--- config.mk ---
export PLATFORM = sky130hd
export DESIGN_NAME = riscv_test_monitor
export DESIGN_NICKNAME = d
export VERILOG_FILES = /design/src/rtl/riscv_test_monitor.sv
export SDC_FILE = /design/constraint.sdc
export NUM_CORES = 1
export LEC_CHECK = 0
export ABC_AREA = 1
export CORE_ASPECT_RATIO = 0.7
export CORE_MARGIN = 5
export CORE_UTILIZATION = 40
export CTS_CLUSTER_DIAMETER = 80
export DETAILED_ROUTE_END_ITERATION = 10
export PLACE_DENSITY = 0.8
export SYNTH_ARGS = -nofsm -noshare
export SYNTH_HDL_FRONTEND = slang
export SYNTH_SLANG_ARGS = --single-unit
export TNS_END_PERCENT = 100
--- constraint.sdc ---
create_clock -name clk -period 2.5 [get_ports clk]
set_clock_uncertainty 0.05 [all_clocks]
set_input_delay 0.5 -clock clk [delete_from_list [all_inputs] [get_ports clk]]
set_output_delay 0.5 -clock clk [all_outputs]
set_load 0.01 [all_outputs]
--- src/rtl/riscv_test_monitor.sv ---
// Drives the core reset and watches the data-memory write port for tohost writes.
// Reports pass / fail (with test number) / timeout as sticky registered status.
module riscv_test_monitor #(
    parameter int              XLEN        = 32,
    parameter logic [XLEN-1:0] TOHOST_ADDR = XLEN'(32'h0000_1000),
    parameter int              TIMEOUT     = 5000,
    parameter int              RST_CYCLES  = 1,
    parameter int              CNT_W       = 32
) (
    input  logic              clk,
    input  logic              rst,
    input  logic              wr_valid,
    input  logic [XLEN-1:0]   wr_addr,
    input  logic [XLEN-1:0]   wr_data,
    input  logic [XLEN/8-1:0] wr_strb,
    output logic              core_rst,
    output logic              done,
    output logic              pass,
    output logic              fail,
    output logic              timeout,
    output logic [XLEN-2:0]   fail_code,
    output logic [CNT_W-1:0]  cycle_count
);

    localparam int HW = (RST_CYCLES > 1) ? $clog2(RST_CYCLES) : 1;
    localparam logic [HW-1:0]    HOLD_LAST = HW'(RST_CYCLES - 1);
    localparam logic [CNT_W-1:0] TMO_LAST  = CNT_W'(TIMEOUT - 1);

    typedef enum logic [2:0] {S_HOLD, S_RUN, S_PASS, S_FAIL, S_TMO} state_t;

    state_t          state, state_nxt;
    logic [HW-1:0]   hold_cnt;
    logic            wr_hit;

    // Only full-word writes to tohost count; partial strobes are ignored.
    assign wr_hit = wr_valid && (wr_addr == TOHOST_ADDR) && (&wr_strb);

    always_comb begin
        state_nxt = state;
        case (state)
            S_HOLD: if (hold_cnt == HOLD_LAST) state_nxt = S_RUN;
            S_RUN: begin
                // An odd tohost write beats a same-cycle timeout.
                if (wr_hit && wr_data[0])
                    state_nxt = (wr_data == XLEN'(1)) ? S_PASS : S_FAIL;
                else if ((TIMEOUT != 0) && (cycle_count == TMO_LAST))
                    state_nxt = S_TMO;
            end
            default: state_nxt = state;
        endcase
    end

    always_ff @(posedge clk or posedge rst) begin
        if (rst) begin
            state       <= S_HOLD;
            hold_cnt    <= '0;
            cycle_count <= '0;
            fail_code   <= '0;
        end else begin
            state <= state_nxt;
            if (state == S_HOLD)
                hold_cnt <= hold_cnt + 1'b1;
            if (state == S_RUN && !(&cycle_count))
                cycle_count <= cycle_count + 1'b1;
            if (state == S_RUN && state_nxt == S_FAIL)
                fail_code <= wr_data[XLEN-1:1];
        end
    end

    assign core_rst = (state == S_HOLD);
    assign pass     = (state == S_PASS);
    assign fail     = (state == S_FAIL);
    assign timeout  = (state == S_TMO);
    assign done     = pass | fail | timeout;

endmodule

### Word-level counts from Yosys, hierarchy flattened

Index checks and enable logic that the tools add are counted.

* bits in registers: 67
* logic and storage cells: 30
* input port bits: 71
* output and inout bits: 68

* $add $sub $neg: 2
* eq/ne operators: 8
* multiplexer cells: 5
* bitwise operators: 2
* reduce and logical (&&, ||, !) cells: 9

Operators by type and width (count)
* $eq A32 B13 Y1 const B: 2
* $add A32 B1 Y32 const B: 1
* $eq A32 B1 Y1 const B: 1
* $reduce_and A32 Y1: 1
* $eq A3 B2 Y1 const B: 3
* $mux W3: 3
* $pmux W3 S2: 1
* $logic_and A1 B1 Y1: 5
* $reduce_and A4 Y1: 1
* $eq A3 B1 Y1 const B: 1
* $eq A3 B3 Y1 const B: 1
* $logic_not A3 Y1: 1
* $or A1 B1 Y1: 2
* $add A1 B1 Y1 const B: 1
* $logic_not A1 Y1: 1
* $mux W1: 1

### Logic depth before layout (Yosys ltp)

* depth after elaboration: 8
* gate-level depth with buffers: 13
* mapped depth without buffers: 12

### Worst setup path before layout

OpenSTA, ideal clock, no wires.

* path type: reg2reg
* from: register cycle_count[0]
* to: register cycle_count[7]
* slack: 0.663 ns
* data arrival time: 1.657 ns
* clock period less this slack: 1.837 ns
* cell stages (with the launch flop): 11
* cell sequence: dfrtp_1 ha_1 inv_1 nor2_1 nand2_1 nor2_2 nand2_2 nand2_8 buf_8 nor2_2 xor2_1

* longest elaborated chain between the ends: 3
* elaborated cells between the ends (all ways): 4
* those cells by class: add/sub: 1; reduce/logical: 3

RTL lines
* start: declaration: RTL line 22 `output logic [CNT_W-1:0] cycle_count`
* start signal: assignment: RTL line 64 `cycle_count <= cycle_count + 1'b1;`
* branches (longest 3 deep; another with $add A32 B1 Y32)

Parallel ways; which one is timed is not known.
A chain may end at the register's enable or synchronous reset.

### Worst setup path after layout

* from: register state[1]
* to: output port timeout

* longest elaborated chain between the ends: 1

RTL lines
* start: declaration: RTL line 31 `state_t state, state_nxt;`
* start signal: assignment: RTL line 60 `state <= state_nxt;`
* $eq A3 B3 Y1: RTL line 73 `assign timeout = (state == S_TMO);`
* end: declaration: RTL line 20 `output logic timeout,`

Every way passes these cells.

==> results_dict.tcl <==
set metrics [dict create \
    status "complete, no violations" \
    synth.area.top_cells "dfrtp_1, nand2_1, nor2_1, nand3_1, xor2_1" \
    clk_path_buf_depth 2 \
    critPathTopFamily "buffers and inverters" \
    yosysSeqAreaShare_pct 45.1 \
    worst_ir_drop_vdd_mv 0.296 \
    synth_top_area_share_pct 45.1 \
    root_buffer "clkbuf_16" \
    netlist_instances 482 \
    setup_violations 0 \
    post_cts_buffers 0 \
    rr_worst_depth 11 \
    drc 0 \
    synth_most_common_cell "nand2_1" \
    switching_share_pct 19.3 \
    place_congestion 0.921 \
    crit_arrival_ns 1.77 \
    dieArea_um2 11400 \
    intPower_mw 2.12 \
    required_ns 1.95 \
    cp_num_cells 3 \
    yosys_most_used_dff "dfrtp_1" \
    ctsResizeCount 0 \
    ys_ff_latch 67 \
    wl_per_cell_um 14.6 \
    antenna_found_initial 0 \
    path_class "reg -> out" \
    start_util_pct 41.0 \
    final_area_um2 5540 \
    die_y_um 90.7 \
    area_growth_pct 49.1 \
    slew_violations 0 \
    synthTopCellsByCount "nand2_1, nor2_1, dfrtp_1" \
    drive_above_1_share_pct 8.85 \
    cts_buffers 9 \
    dp.cells 741 \
    drt_wl_total_mm 11.1 \
    pwr-share-comb_pct 6.1 \
    holdWs_ns 0.422 \
    finish.utilization_pct 61.1 \
    rsz0062_at_grt "false" \
    ant_nets 0 \
    via_count 3786 \
    crit_buf_inv 1 \
    pwr_density_cell_nw_per_um2 473 \
    port_buffers 138 \
    hold_violations 0 \
    worst_pin_slew_ns 0.450 \
    holdCritPathClass "reg -> reg" \
    avgSynthCellArea_um2 7.71 \
    grt_pass1_wl_mm 18.1 \
    core_area_um2 9070 \
    yosys_warnings 0 \
    dpl.hpwl_mm 8.67 \
    reg2reg_from "cycle_count[0]" \
    ios 139 \
    endpoint "timeout" \
    clk_pin_slew_ns 0.05 \
    cpPeakStageDelay_ns 0.55 \
    crit_path_start "state[1]" \
    finalNonFillerCells 757 \
    drtIter0Drc 243 \
    power.switching_mw 0.505 \
    groute.usage.overall_pct 19.3 \
    synthDistinctLibCells 32 \
    cap_violations 0 \
    clock_latency_ns 0.32 \
    synth_top_area_cell "dfrtp_1" \
    grt_pass1_vias 3701 \
    p_total_mw 2.62 \
    num_antenna_cells 0 \
    syn_nets 554 \
    htreeDepth 3 \
    fin_ws_ns 0.180 \
    drtPass1Iterations 5 \
    cts_tree "yes" \
    fmaxAchievable_mhz 431 \
    timing.rr.end "fail_code[11]" \
    cts-hold-fix-buffers 0 \
    r2r_setup_slack_ns 0.37 \
    dieWidth_um 125 \
    leakage_nw 2.54 \
    finalCriticalPeriod_ns 2.32 \
    syn_area_um2 3720 \
    place_area_um2 5210 \
    grt_max_degree 33 \
    start_kind "register" \
    crit_chain "or2_2 > nor2_1 > clkdlybuf4s50_1" \
    critPathSlowestCell "clkdlybuf4s50_1" \
    cts_num_sinks 67 \
    rows 29 \
    min_path_cells 2 \
    pwr-share-clk_pct 52.5 \
    tns_ns 0 \
    finalCritPeriodShare_pct 92.8 \
    seqPwrFrac_pct 41.4 \
    nets 700 \
    slew_headroom_pct 70.0 \
    overflow 0 \
    synth-edff-count 0 \
    vias_per_cell 5.00 \
    dp_slack_ns 0.0827 \
    end_kind "primary output" \
    crit_fanout 5 \
    async_flop_share_pct 100 \
]
==> routing by layer <==
layer / up-vias / GRT usage, % / routed length (um)
met5: - / 0 / 0
met4: 0 / 5.69 / 174
met3: 19 / 4.91 / 916
met2: 188 / 31.2 / 5160
met1: 1755 / 25.5 / 4830
li1: 1824 / - / -
==> worst reg2reg max path, delay by kind of cell, from the launching register on <==
kind / cells / cell delay, ns
adders and majority gates: 1 / 0.33
DFF: 1 / 0.42
AOI/OAI and AO/OA: 1 / 0.09
and+or+nand+nor: 9 / 1.19
==> kinds of logic (layout without fill, tap and decap cells) <==
kind of cell | after synthesis | count (layout) | share of synthesized area (%)
buffers and inverters | 48 | 199 | 6.93
adders and majority gates | 1 | 1 | 0.337
xor gates and xnor gates | 25 | 25 | 5.89
AOI/OAI and AO/OA | 14 | 14 | 2.56
DFF | 67 | 67 | 45.1
and+or+nand+nor | 327 | 327 | 39.2
==> placed cells by master (no fill, tap or decap), types with 2 or more instances in the layout <==
master,count
nand3_2,3
inv_1,32
buf_4,7
nor4_1,2
xnor2_1,5
o21ai_1,2
o21ai_0,5
clkbuf_8,2
nor3_1,13
inv_2,4
nand3b_1,2
xor2_1,20
or2_2,2
dfrtp_1,67
clkbuf_16,9
nor2_1,81
nand3_1,49
nand4_1,8
clkdlybuf4s50_1,136
bufinv_16,2
nor3_4,2
nor2_2,8
nand2_1,148
dlymetal6s2s_1,2
o21ai_2,5
nand2_2,4
==> sequential cells by signal (all words and copies together) (netlist names) <==
| name | cells |
|---|---|
| hold_cnt | 1 |
| state | 3 |
| fail_code | 31 |
| cycle_count | 32 |
==> power by group through the flow <==
stage	registers, mW	clock network, mW	logic [mW]
global route	1.08	1.46	0.175
global placement	1.10	0	0.160
CTS	1.08	1.40	0.163
detailed placement	1.10	0	0.162
floorplan	1.10	0	0.0313
finish	1.09	1.38	0.160
==> how the worst min path moves through the flow <==
stage / from / end
2_1_floorplan: hold_cnt / hold_cnt
3_3_place_gp: fail_code[22] / fail_code[22]
3_5_place_dp: fail_code[2] / fail_code[2]
4_1_cts: fail_code[1] / fail_code[1]
5_1_grt: fail_code[8] / fail_code[8]
6_report: fail_code[8] / fail_code[8]
==> final cells by class <==
cell class                 instances  area, um^2
fill                             794        3530
multi-input combinational        367        1780
sequential                        67        1680
timing repair buffer             146        1460
clock buffer                      12         256
tap                              124         155
inverter                          37         141
clock inverter                     4        72.6
(Power assumes the default switching activity.)
